### src/rtl/sram_bank_ctrl.sv
// Banked SRAM front end: decodes requests onto shared bank buses and returns
// read data in order through a 3-entry response FIFO with credit-style flow control.
module sram_bank_ctrl #(
  parameter  int DW      = 20,
  parameter  int BANK_AW = 9,
  parameter  int NBANK   = 4,
  localparam int BSEL_W  = $clog2(NBANK),
  localparam int AW      = BANK_AW + BSEL_W
) (
  input  logic                clk,
  input  logic                rst_n,
  input  logic                req_valid,
  output logic                req_ready,
  input  logic                req_write,
  input  logic [AW-1:0]       req_addr,
  input  logic [DW-1:0]       req_wdata,
  output logic                rsp_valid,
  input  logic                rsp_ready,
  output logic [DW-1:0]       rsp_data,
  output logic [BANK_AW-1:0]  ADDRESS,
  output logic [DW-1:0]       wd,
  output logic [NBANK-1:0]    banksel,
  output logic                read,
  output logic                write,
  input  logic [NBANK*DW-1:0] bank_dout
);

  logic [1:0]             count_q, count_d;
  logic [1:0]             wptr_q, wptr_d;
  logic [1:0]             rptr_q, rptr_d;
  logic                   pend_q, pend_d;
  logic [BSEL_W-1:0]      rd_bank_q, rd_bank_d;
  logic [DW-1:0]          mem_q [3];

  logic                   acc, push, pop;
  logic [2:0]             occ;
  logic [BSEL_W-1:0]      req_bank;
  logic [NBANK-1:0][DW-1:0] bank_words;
  logic [DW-1:0]          rd_word;

  function automatic logic [1:0] inc3(input logic [1:0] p);
    return (p == 2'd2) ? 2'd0 : p + 2'd1;
  endfunction

  // A read in flight already owns a FIFO slot, so it counts against the credit.
  assign occ       = {1'b0, count_q} + {2'b0, pend_q};
  assign req_ready = rst_n & (occ < 3'd3);
  assign acc       = req_valid & req_ready;
  assign req_bank  = req_addr[AW-1 -: BSEL_W];

  assign ADDRESS = req_addr[BANK_AW-1:0];
  assign wd      = req_wdata;
  assign read    = acc & ~req_write;
  assign write   = acc & req_write;

  always_comb begin
    banksel = '0;
    if (acc) banksel[req_bank] = 1'b1;
  end

  assign bank_words = bank_dout;
  assign rd_word    = bank_words[rd_bank_q];

  assign push      = pend_q;
  assign rsp_valid = rst_n & (count_q != 2'd0);
  assign rsp_data  = mem_q[rptr_q];
  assign pop       = rsp_valid & rsp_ready;

  always_comb begin
    count_d   = count_q;
    wptr_d    = wptr_q;
    rptr_d    = rptr_q;
    pend_d    = read;
    rd_bank_d = rd_bank_q;
    if (read) rd_bank_d = req_bank;
    if (push) wptr_d = inc3(wptr_q);
    if (pop)  rptr_d = inc3(rptr_q);
    if (push && !pop)      count_d = count_q + 2'd1;
    else if (pop && !push) count_d = count_q - 2'd1;
  end

  always_ff @(posedge clk) begin
    if (!rst_n) begin
      count_q   <= '0;
      wptr_q    <= '0;
      rptr_q    <= '0;
      pend_q    <= 1'b0;
      rd_bank_q <= '0;
    end else begin
      count_q   <= count_d;
      wptr_q    <= wptr_d;
      rptr_q    <= rptr_d;
      pend_q    <= pend_d;
      rd_bank_q <= rd_bank_d;
    end
  end

  // Storage is qualified by the pointers, so it carries no reset.
  always_ff @(posedge clk) begin
    if (push) mem_q[wptr_q] <= rd_word;
  end

endmodule
### config.mk
export PLATFORM = sky130hd
export DESIGN_NAME = sram_bank_ctrl
export DESIGN_NICKNAME = d
export VERILOG_FILES = /design/src/rtl/sram_bank_ctrl.sv
export SDC_FILE = /design/constraint.sdc
export NUM_CORES = 1
export LEC_CHECK = 0
export BUFFER_PORTS_ARGS = -buffer_cell sky130_fd_sc_hd__buf_2
export CAP_MARGIN = 20
export CORE_UTILIZATION = 46
export DETAILED_ROUTE_END_ITERATION = 10
export PLACE_DENSITY = 0.81
export SKIP_LAST_GASP = 1
export SLEW_MARGIN = 20
export SYNTH_ARGS = -nofsm -noshare
export SYNTH_HDL_FRONTEND = slang
export SYNTH_SLANG_ARGS = --single-unit
### constraint.sdc
create_clock -name clk -period 2.8 [get_ports clk]
set_clock_uncertainty 0.1 [all_clocks]
set_input_delay 0.42 -clock clk [delete_from_list [all_inputs] [get_ports clk]]
set_output_delay 0.42 -clock clk [all_outputs]
set_load 0.05 [all_outputs]
After elaboration in Yosys (flattened, before gate mapping)
Memory sizes are Yosys's and may differ from the RTL's. A register that Yosys moved wholly into a read port is not among the register bits.
Index checks and enable logic that the tools add are counted.
{"block": "totals", "output_inout_bits": 57, "ff_bits": 9, "mem_bits_rw": 60, "n_memories": 1}
{"block": "op_classes", "n_mux": 13, "add_sub_neg": 5, "bitwise_logic": 7, "eq_ne": 2, "n_lt_le_gt_ge": 4, "reduce_logical": 7}
{"name": "mem_q", "words": 3, "word_bits": 20, "read_ports": 1, "rd_ports_with_merged_regs": 1, "write_ports": 1, "line": "33", "rtl": "logic [DW-1:0] mem_q [3];"}
{"operator": "20-bit binary-select mux with 2-bit select", "count": 1}
{"operator": "20-bit two-way mux", "count": 1}
{"operator": "2-bit two-way mux", "count": 6}
{"operator": "2-bit by 1-bit adder with 2-bit output, second input constant", "count": 3}
{"operator": "1-bit bitwise AND", "count": 6}
{"operator": "2-bit by 3-bit < comparator with 1-bit output, second input constant", "count": 2}
{"operator": "2-bit == test, second input constant", "count": 2}
{"operator": "4-bit two-way mux", "count": 1}
{"operator": "2-bit nonzero test", "count": 2}
{"operator": "2-bit by 1-bit adder with 3-bit output", "count": 1}
{"operator": "1-bit logical AND", "count": 3}
{"operator": "3-bit by 2-bit < comparator with 1-bit output, second input constant", "count": 1}
{"operator": "1-bit two-way mux", "count": 3}
{"operator": "1-bit demux with 2-bit select", "count": 1}
{"operator": "2-bit by 1-bit >= comparator with 1-bit output, second input constant", "count": 1}
{"operator": "1-bit zero test", "count": 2}
{"operator": "2-bit by 1-bit subtractor with 2-bit output, second input constant", "count": 1}
{"operator": "1-bit inverter", "count": 1}

Longest topological paths before layout
Gate-level depths: netlist (run 1).
{"block": "depth", "ltp_word": 6, "mapped_depth": 6, "depth_no_buf": 5}

Worst setup path after synthesis (run 1)
Ideal clock, no wire load.
{"block": "synth_timing", "kind": "reg2out", "from": "register count_q[0]", "to": "output port banksel[2]", "slack_ns": -0.009, "n_path_buf": 0, "arrival_time_ns": 2.289, "stages_incl_launch_ff": 6, "cell_sequence": "dfxtp_1 -> ha_1 -> ha_1 -> nor2b_1 -> nand3_1 -> nor3b_1"}
{"block": "synth_between", "elab_chain_len": 5}
{"element": "start: declaration", "line": "28", "rtl": "logic [1:0] count_q, count_d;"}
{"element": "start signal: assignment", "line": "90", "rtl": "count_q <= count_d;"}
{"element": "2-bit by 1-bit adder with 3-bit output", "line": "46", "rtl": "assign occ = {1'b0, count_q} + {2'b0, pend_q};"}
{"element": "3-bit by 2-bit < comparator with 1-bit output", "line": "47", "rtl": "assign req_ready = rst_n & (occ < 3'd3);"}
{"element": "1-bit bitwise AND", "line": "47"}
{"element": "1-bit bitwise AND", "line": "48", "rtl": "assign acc = req_valid & req_ready;"}
{"element": "4-bit two-way mux", "line": "58", "rtl": "if (acc) banksel[req_bank] = 1'b1;"}
{"element": "end: declaration", "line": "22", "rtl": "output logic [NBANK-1:0] banksel,"}
No other way between the ends.

Worst setup path after layout (run 1)
Same ends and word-level chain as after synthesis.

==> results of run 1 <==
synthesized netlist by cell type (4+ instances only):
library cell / n
buf_4: 31
clkbuf_1: 4
dfxtp_1: 11
edfxtp_1: 60
mux2i_1: 20
mux4_2: 19
nand2_1: 25
nor2_1: 4
nor2b_1: 4
o21ai_0: 22
area by class of cell:
| type | instances | area, sq um |
|---|---|---|
| Timing Repair Buffer | 124 | 658.1 |
| Sequential cell | 71 | 2022 |
| Clock buffer | 12 | 135.1 |
| Clock inverter | 4 | 46.29 |
| Fill cell | 605 | 3095 |
| Tap cell | 99 | 123.9 |
| Multi-Input combinational cell | 125 | 1134 |
kinds of logic after synthesis:
| group | after synthesis |
|---|---|
| XOR/XNOR | 2 |
| flip-flops | 71 |
| multiplexers | 40 |
| buffers and inverters | 40 |
| adder cells (fa/ha/maj) | 3 |
| AO/OA/AOI/OAI | 30 |
| AND/OR/NAND/NOR | 50 |
final timing paths:
kind	end	slack, ns	depth (start not counted)
setup / recovery	banksel[2]	0.19	6
hold / removal	pend_q	0.19	2
setup reg to reg	mem_q[2][14]	0.96	2
hold reg to reg	rptr_q[0]	0.42	1
per-layer routing:
layer  track usage, %  wire length, microns  share of wire, %  vias up
met5                0                     0                 0        -
met4            7.038                    80               1.2        0
met3            5.597                   489               7.4       10
met2            28.53                  3289                50       95
met1            22.08                  2713                41     1073
li1                 -                     -                 -     1063
power breakdown:
group	internal [uW]	leakage, uW	switching (uW)	total (uW)
Clock	408	0.0000880	348	756
Combinational	164	0.000830	250	414
Sequential	1180	0.000633	24.6	1210
through the flow:
stage | total power, uW | hold WS (ns)
6_report | 2379 | 0.1855
3_5_place_dp | 1651 | 0.4018
5_1_grt | 2479 | 0.1795
2_1_floorplan | 1628 | 0.3500
4_1_cts | 2400 | 0.1682
3_3_place_gp | 1639 | 0.3863
flip-flops by register name (all words and copies together) (netlist names), named ones only:
register / flops
mem_q: 60
count_q: 2
rd_bank_q: 2
rptr_q: 2
wptr_q: 2
pend_q: 1
critical path, stage by stage (launching register included):
cell and delay (ns):
dfxtp_1 0.37, ha_1 0.24, ha_1 0.21, nor2b_1 0.23, nand3_1 0.20, nor3b_1 0.22
buf_2 0.29
==> results.sh, run 1 <==
export IMPL_design_area_sq_um=4119
export IMPL_cp_data_required_time_ns=2.28
export IMPL_ys_seq_area_share_pct=58.94
export IMPL_muxShareOfSynthArea_pct=19.07
export IMPL_finalWeightedCongestion=0.7541
export IMPL_grt_util_all_layers_pct=17.60
export IMPL_start_util_pct=47.55
export IMPL_grt_max_degree=29
export IMPL_fin_nets=450
export IMPL_finalHoldViolCount=0
export IMPL_cts_tree="yes"
export IMPL_synth_top_family_by_area="multiplexers"
export IMPL_path_clk_slew_ns=0.07
export IMPL_setup_viol=0
export IMPL_die_h_microns=88.36
export IMPL_synth_async_reset_ratio_pct=0
export IMPL_clock_path_buffers=2
export IMPL_numCtsBuffers=9
export IMPL_hpwl_microns=4970
export IMPL_synth_compound_area_share_pct=5.033
export IMPL_max_cap_viol_count=0
export IMPL_die_area_sq_um=7807
export IMPL_reg2reg_from="rd_bank_q[1]"
export IMPL_routed_wl_microns=6572
export IMPL_grt_pass1_vias=2106
export IMPL_crit_type="reg2out"
export IMPL_layout_common_cells="buf_2, edfxtp_1, nand2_1, o21ai_0, mux2i_1"
export IMPL_core_area_sq_um=7214
export IMPL_num_rows=31
export IMPL_die_w_microns=88.36
export IMPL_p_leak_uw=0.001550
export IMPL_cp_start_kind="flop"
export IMPL_critPathArrivalTime_ns=2.09
export IMPL_layoutNonFillerInstCount=435
export IMPL_cts_sinks=71
export IMPL_peakVddDrop_v=0.0002957
export IMPL_ys_ff_latch=71
export IMPL_clock_insertion_delay_worst_skew_ns=0.34
export IMPL_synth_top_area_share_pct=52.52
export IMPL_cts_resized=0
export IMPL_final_core_util_pct=57.09
export IMPL_pre_cts_slack_ns=0.5668
export IMPL_placed_cell_area_sq_um=3938
export IMPL_fin_tns_setup_ns=0
export IMPL_hold_class="in2reg"
export IMPL_period_minus_slack_ns=2.610
export IMPL_overflow=0
export IMPL_first_iter_violations=72
export IMPL_max_slew_margin_rel_pct=49.91
export IMPL_synth_area_leaders="edfxtp_1, mux4_2, buf_4"
export IMPL_ys_warn_count=0
export IMPL_firstDrtPassIters=4
export IMPL_startpoint="count_q[0]"
export IMPL_critical_path_peak_fanout=5
export IMPL_cellPowerDensity_nw_per_um2=577.6
export IMPL_endpoint_kind="primary output"
export IMPL_cts_setup_buffers=0
export IMPL_rsz0062_at_grt="false"
export IMPL_synth_net_count=355
export IMPL_synthCells=236
export IMPL_drt_vias_per_instance=5.152
export IMPL_synth_fa_ha_area_share_pct=1.094
export IMPL_root_buffer="clkbuf_8"
export IMPL_tightest_slew_ns=0.7504
export IMPL_htree_levels=3
export IMPL_fin_crit_sh_pct=93.21
export IMPL_drc_errors=0
export IMPL_synth_top_area_cell="edfxtp_1"
export IMPL_num_io_pins=173
export IMPL_holdBufCountCts=0
export IMPL_final_common_cell="buf_2"
export IMPL_yosys_area_share_simple_pct=7.039
export IMPL_synthXorXnorAreaFrac_pct=0.5106
export IMPL_n_antenna_cell=0
export IMPL_synth_edf_count=60
export IMPL_status="finished, final reports clean"
export IMPL_max_freq_mhz=383.1
export IMPL_syn2layout_area_growth_pct=20.06
export IMPL_drive_gt1_share_pct=47.02
export IMPL_wl_per_cell_microns=15.11
export IMPL_yosys_cell_types_count=30
export IMPL_placed_cells=419
export IMPL_slew_viol_final=0
export IMPL_antenna_found_initial=0
export IMPL_ys_flop_type="edfxtp_1"
export IMPL_hp_start="req_write"
export IMPL_dr_total_vias=2241
export IMPL_grt_pass1_wl_microns=9804
export IMPL_timing_final_ws_setup_ns=0.1900
export IMPL_avgSynthCellArea_sq_um=14.54
export IMPL_port_buffers=114
export IMPL_final_antenna_net_count=0
export IMPL_syn_cell_area_sq_um=3431
(Power assumes the default switching activity.)
==> run 2, diff against run 1 <==
--- a/config.mk
+++ b/config.mk
@@ -7,9 +7,11 @@
 export LEC_CHECK = 0
 export BUFFER_PORTS_ARGS = -buffer_cell sky130_fd_sc_hd__buf_2
 export CAP_MARGIN = 20
-export CORE_UTILIZATION = 46
+export CELL_PAD_IN_SITES_DETAIL_PLACEMENT = 0
+export CELL_PAD_IN_SITES_GLOBAL_PLACEMENT = 1
+export CORE_UTILIZATION = 35
 export DETAILED_ROUTE_END_ITERATION = 10
-export PLACE_DENSITY = 0.81
+export PLACE_DENSITY_LB_ADDON = 0.1
 export SKIP_LAST_GASP = 1
 export SLEW_MARGIN = 20
 export SYNTH_ARGS = -nofsm -noshare
==> results.sh, run 2 (synthesis gave the netlist of run 1 again) <==
export IMPL_grt_util_all_layers_pct=13.53
export IMPL_grtUsageMet1_pct=15.28
export IMPL_grt_use_met2_pct=23.76
export IMPL_die_w_microns=101.0
export IMPL_drc_errors=0
export IMPL_status="finished, final reports clean"
export IMPL_hpwl_microns=4722
export IMPL_endpoint_kind="primary output"
export IMPL_path_cells="ha_1, ha_1, nand2_1, nand3_1, nor3b_1, buf_2"
export IMPL_critPathArrivalTime_ns=2.01
export IMPL_final_core_util_pct=43.81
export IMPL_grt_pass1_vias=2116
export IMPL_root_buffer="clkbuf_8"
export IMPL_slew_viol_final=0
export IMPL_first_iter_violations=57
export IMPL_timing_final_ws_setup_ns=0.2730
export IMPL_design_area_sq_um=4105
export IMPL_power_uw=2276
export IMPL_clock_insertion_delay_worst_skew_ns=0.33
export IMPL_finalWeightedCongestion=0.7127
export IMPL_fin_crit_sh_pct=90.25
export IMPL_dr_total_vias=2183
export IMPL_critPathMostFrequentCell="ha_1"
export IMPL_drive_gt1_share_pct=47.75
export IMPL_layout_common_cells="buf_2, edfxtp_1, nand2_1, o21ai_0, mux2i_1"
export IMPL_pre_cts_slack_ns=0.5708
export IMPL_numCtsBuffers=9
export IMPL_drt_vias_per_instance=4.725
export IMPL_cp_data_required_time_ns=2.28
export IMPL_regArea_sq_um=2023
export IMPL_largest_reg_flops=60
export IMPL_port_buffers=114
export IMPL_cts_sinks=71
export IMPL_fill_cells=924
export IMPL_fin_nets=447
export IMPL_top_register="mem_q"
export IMPL_core_area_sq_um=9371
export IMPL_max_freq_mhz=395.7
export IMPL_cellPowerDensity_nw_per_um2=554.5
export IMPL_syn2layout_area_growth_pct=19.66
export IMPL_num_io_pins=173
export IMPL_overflow=0
export IMPL_hold_class="in2reg"
export IMPL_met3_usage_pct=3.329
export IMPL_placed_cell_area_sq_um=3941
export IMPL_num_rows=35
export IMPL_antenna_found_initial=0
export IMPL_cp_start_kind="flop"
export IMPL_crit_type="reg2out"
export IMPL_peakVddDrop_v=0.0002254
export IMPL_cpMaxStageDelayCell="dfxtp_1"
export IMPL_busiest_layer="met2"
export IMPL_cp_top_family="simple AND/OR/NAND/NOR gates"
export IMPL_p_leak_uw=0.001527
export IMPL_multi_input_area_sq_um=1136
export IMPL_max_cap_viol_count=0
export IMPL_grt_pass1_wl_microns=10070
export IMPL_die_h_microns=101.0
export IMPL_htree_levels=3
export IMPL_n_antenna_cell=0
export IMPL_rsz0062_at_grt="false"
export IMPL_die_area_sq_um=10200
export IMPL_max_stage_delay_ns=0.45
export IMPL_routed_wl_microns=6671
export IMPL_final_antenna_net_count=0
export IMPL_clock_path_buffers=2
export IMPL_cts_tree="yes"
export IMPL_setup_viol=0
export IMPL_max_slew_margin_rel_pct=72.28
export IMPL_critical_path_peak_fanout=7
export IMPL_wl_per_cell_microns=14.44
export IMPL_period_minus_slack_ns=2.527
export IMPL_cp_buffers_inverters=1
export IMPL_tightest_slew_ns=0.4158
export IMPL_finalHoldViolCount=0
export IMPL_firstDrtPassIters=4
export IMPL_fin_tns_setup_ns=0
export IMPL_path_clk_slew_ns=0.07
export IMPL_final_common_cell="buf_2"
export IMPL_start_util_pct=36.61
export IMPL_grt_max_degree=41
-- run 2: metal layers --
metal / vias up / share of wire, % / wire (microns)
met3: 15 / 6.9 / 459
met1: 1033 / 41 / 2766
met2: 80 / 50 / 3330
met5: - / 0 / 0
met4: 0 / 1.7 / 115
li1: 1055 / - / -
-- run 2: repair_timing --
action | CTS | global route
hold buffers | 0 | 0
gates resized for setup | 0 | 2
setup endpoints to repair | 0 | 1
setup buffers | 0 | 0
-- run 2: metrics by stage --
step | cells | hold slack, ns
floorplan | 236 | 0.3500
global placement | 446 | 0.3773
detailed placement | 446 | 0.3960
CTS | 462 | 0.1918
global route | 462 | 0.2112
finish | 462 | 0.2075
-- run 2: report_power, final --
part	leakage (uW)	total (uW)	switching, uW	internal, uW
clock	0.0000829	658	343	315
sequential	0.000633	1200	18.7	1190
combinational	0.000812	415	256	159
total	0.00153	2280	617	1660
-- run 2: final timing paths --
kind | slack [ns] | startpoint | endpoint | cells after the start
min reg2reg | 0.40 | rptr_q[1] | flop | 1
max reg2reg | 0.95 | rd_bank_q[0] | mem_q[0][10] | 2
max | 0.27 | pend_q | banksel[2] | 6
min | 0.21 | req_write | pend_q | 2
-- run 2: cell type report --
| cell class | count | share of cell area [%] |
|---|---|---|
| clock buffer | 11 | 3.200 |
| multi-input combinational | 125 | 27.67 |
| timing repair buffer | 121 | 15.24 |
| clock inverter | 5 | 0.6705 |
| sequential | 71 | 49.28 |
| tap | 129 | 3.932 |
-- run 2: worst reg2reg max path: cells and delay by family (launching register included) --
family                 cells  cell delay [ns]
buffers and inverters      1             0.31
DFF                        1             0.59
muxes                      1             0.57
==> run 3, diff against run 2 <==
==> constraint.sdc (replaced) <==
create_clock -name clk -period 2.57 [get_ports clk]
set_clock_uncertainty 0.1 [all_clocks]
set_input_delay 0.3855 -clock clk [delete_from_list [all_inputs] [get_ports clk]]
set_output_delay 0.3855 -clock clk [all_outputs]
set_load 0.05 [all_outputs]
==> results.sh, run 3 (synthesis gave the netlist of run 1 again) <==
export IMPL_start_util_pct=36.61
export IMPL_largest_reg_flops=60
export IMPL_grt_util_all_layers_pct=14.17
export IMPL_root_buffer="clkbuf_8"
export IMPL_grt_max_degree=41
export IMPL_p_leak_uw=0.001554
export IMPL_htree_levels=3
export IMPL_setup_viol=0
export IMPL_cts_setup_buffers=0
export IMPL_port_buffers=114
export IMPL_wl_per_cell_microns=14.58
export IMPL_hold_class="in2reg"
export IMPL_fin_crit_sh_pct=95.42
export IMPL_dr_total_vias=2215
export IMPL_drt_vias_per_instance=4.774
export IMPL_crit_type="reg2out"
export IMPL_overflow=0
export IMPL_cellPowerDensity_nw_per_um2=620.6
export IMPL_fin_tns_setup_ns=0
export IMPL_hpwl_microns=4813
export IMPL_numCtsBuffers=9
export IMPL_tightest_slew_ns=0.4926
export IMPL_placed_cell_area_sq_um=3969
export IMPL_num_rows=35
export IMPL_critPathMostFrequentCell="ha_1"
export IMPL_max_stage_delay_ns=0.36
export IMPL_core_area_sq_um=9371
export IMPL_critical_path_peak_fanout=5
export IMPL_endpoint_kind="primary output"
export IMPL_final_antenna_net_count=0
export IMPL_top_register="mem_q"
export IMPL_grt_pass1_vias=2067
export IMPL_max_slew_margin_rel_pct=67.12
export IMPL_max_freq_mhz=407.8
export IMPL_first_iter_violations=42
export IMPL_critPathArrivalTime_ns=1.97
export IMPL_max_cap_viol_count=0
export IMPL_die_area_sq_um=10200
export IMPL_cpMaxStageDelayCell="dfxtp_1"
export IMPL_drive_gt1_share_pct=48.06
export IMPL_num_io_pins=173
export IMPL_n_antenna_cell=0
export IMPL_path_cells="ha_1, ha_1, nand2_1, and2_1, and4_1, buf_2"
export IMPL_drc_errors=0
export IMPL_fin_nets=449
export IMPL_finalWeightedCongestion=0.7112
export IMPL_clock_path_buffers=2
export IMPL_peakVddDrop_v=0.0002187
export IMPL_clock_insertion_delay_worst_skew_ns=0.34
export IMPL_design_area_sq_um=4159
export IMPL_cts_tree="yes"
export IMPL_die_w_microns=101.0
export IMPL_layoutNonFillerInstCount=464
export IMPL_path_clk_slew_ns=0.07
export IMPL_grt_pass1_wl_microns=10410
export IMPL_layout_common_cells="buf_2, edfxtp_1, nand2_1, o21ai_0, mux2i_1"
export IMPL_r2r_end="mem_q[0][3]"
export IMPL_firstDrtPassIters=5
export IMPL_reg2reg_from="rd_bank_q[0]"
export IMPL_placed_cells=448
export IMPL_cp_start_kind="flop"
export IMPL_rrSetupSlack_ns=0.82
export IMPL_period_minus_slack_ns=2.452
export IMPL_hold_path_endpoint="pend_q"
export IMPL_hp_start="req_write"
export IMPL_holdPathStages=2
export IMPL_fill_cells=907
export IMPL_cts_sinks=71
export IMPL_slew_viol_final=0
export IMPL_antenna_found_initial=0
export IMPL_routed_wl_microns=6767
export IMPL_syn2layout_area_growth_pct=21.23
export IMPL_finalHoldViolCount=0
export IMPL_status="finished, final reports clean"
export IMPL_cp_data_required_time_ns=2.08
export IMPL_die_h_microns=101.0
export IMPL_worstRegToRegCells=2
export IMPL_final_common_cell="buf_2"
-- run 3: changes by cell type in the layout (fill, tap and decap cells not counted) --
cell / change
dfxtp_2: +1
bufinv_16: +1
clkinvlp_4: -1
clkinv_1: +3
nand3_1: -1
nand3_2: +1
buf_4: +2
clkbuf_1: -1
dfxtp_1: -1
clkbuf_4: -1
buf_12: +1
clkinv_2: -2
-- run 3: layer usage --
| metal | routed length, microns | vias up | track usage [%] |
|---|---|---|---|
| met2 | 3233 | 93 | 22.66 |
| met1 | 2885 | 1044 | 17.32 |
| met5 | 0 | - | 0 |
| li1 | - | 1062 | - |
| met4 | 138 | 0 | 7.915 |
| met3 | 510 | 16 | 3.953 |
-- run 3: worst max-delay path by stage --
stage | start | endpoint | slack [ns] | cells past startpoint
after global placement | pend_q | banksel[2] | 0.40 | 6
after floorplan | count_q[0] | banksel[2] | -0.20 | 5
after global routing | count_q[0] | banksel[2] | -0.02 | 6
after detailed placement | pend_q | banksel[2] | 0.39 | 6
after CTS | pend_q | banksel[2] | 0.003 | 6
final | count_q[0] | banksel[3] | 0.12 | 6
-- run 3: worst max-delay path: cells and delay by family (launching register included) --
family,cells,cell delay [ns]
flops,1,0.36
fa+ha+maj,2,0.49
buf+inv,1,0.26
simple gates,3,0.51
-- run 3: metrics by stage --
step                total power [uW]  setup slack [ns]  hold slack, ns  utilization (%)
floorplan                       1773           -0.2049          0.3500                -
CTS                             2613          0.002819          0.1593            44.26
detailed placement              1802            0.3943          0.3785            42.35
finish                          2581            0.1177          0.1661            44.38
global placement                1797            0.4009          0.3863            42.35
global route                    2696          -0.01625          0.1627            44.38
-- run 3: timing repair --
item	4_1_cts	5_1_grt
hold buffers	0	0
gates resized for setup	0	5
endpoints found under the setup margin	0	4
-- run 3: cell type report --
type                    count  area [sq um]  area share (%)
flip-flops and latches     71          2024           48.68
multi-input cells         125          1141           27.44
repair buffers            123         653.1           15.70
well taps                 129         161.4           3.881
clock buffers              10         127.6           3.069
clock inverters             6         51.30           1.233
-- run 3: power breakdown --
part	switching [uW]	total, uW	leakage (uW)	internal [uW]
clock	376	811	0.0000925	435
combinational	281	458	0.000828	177
sequential	20.1	1310	0.000633	1290
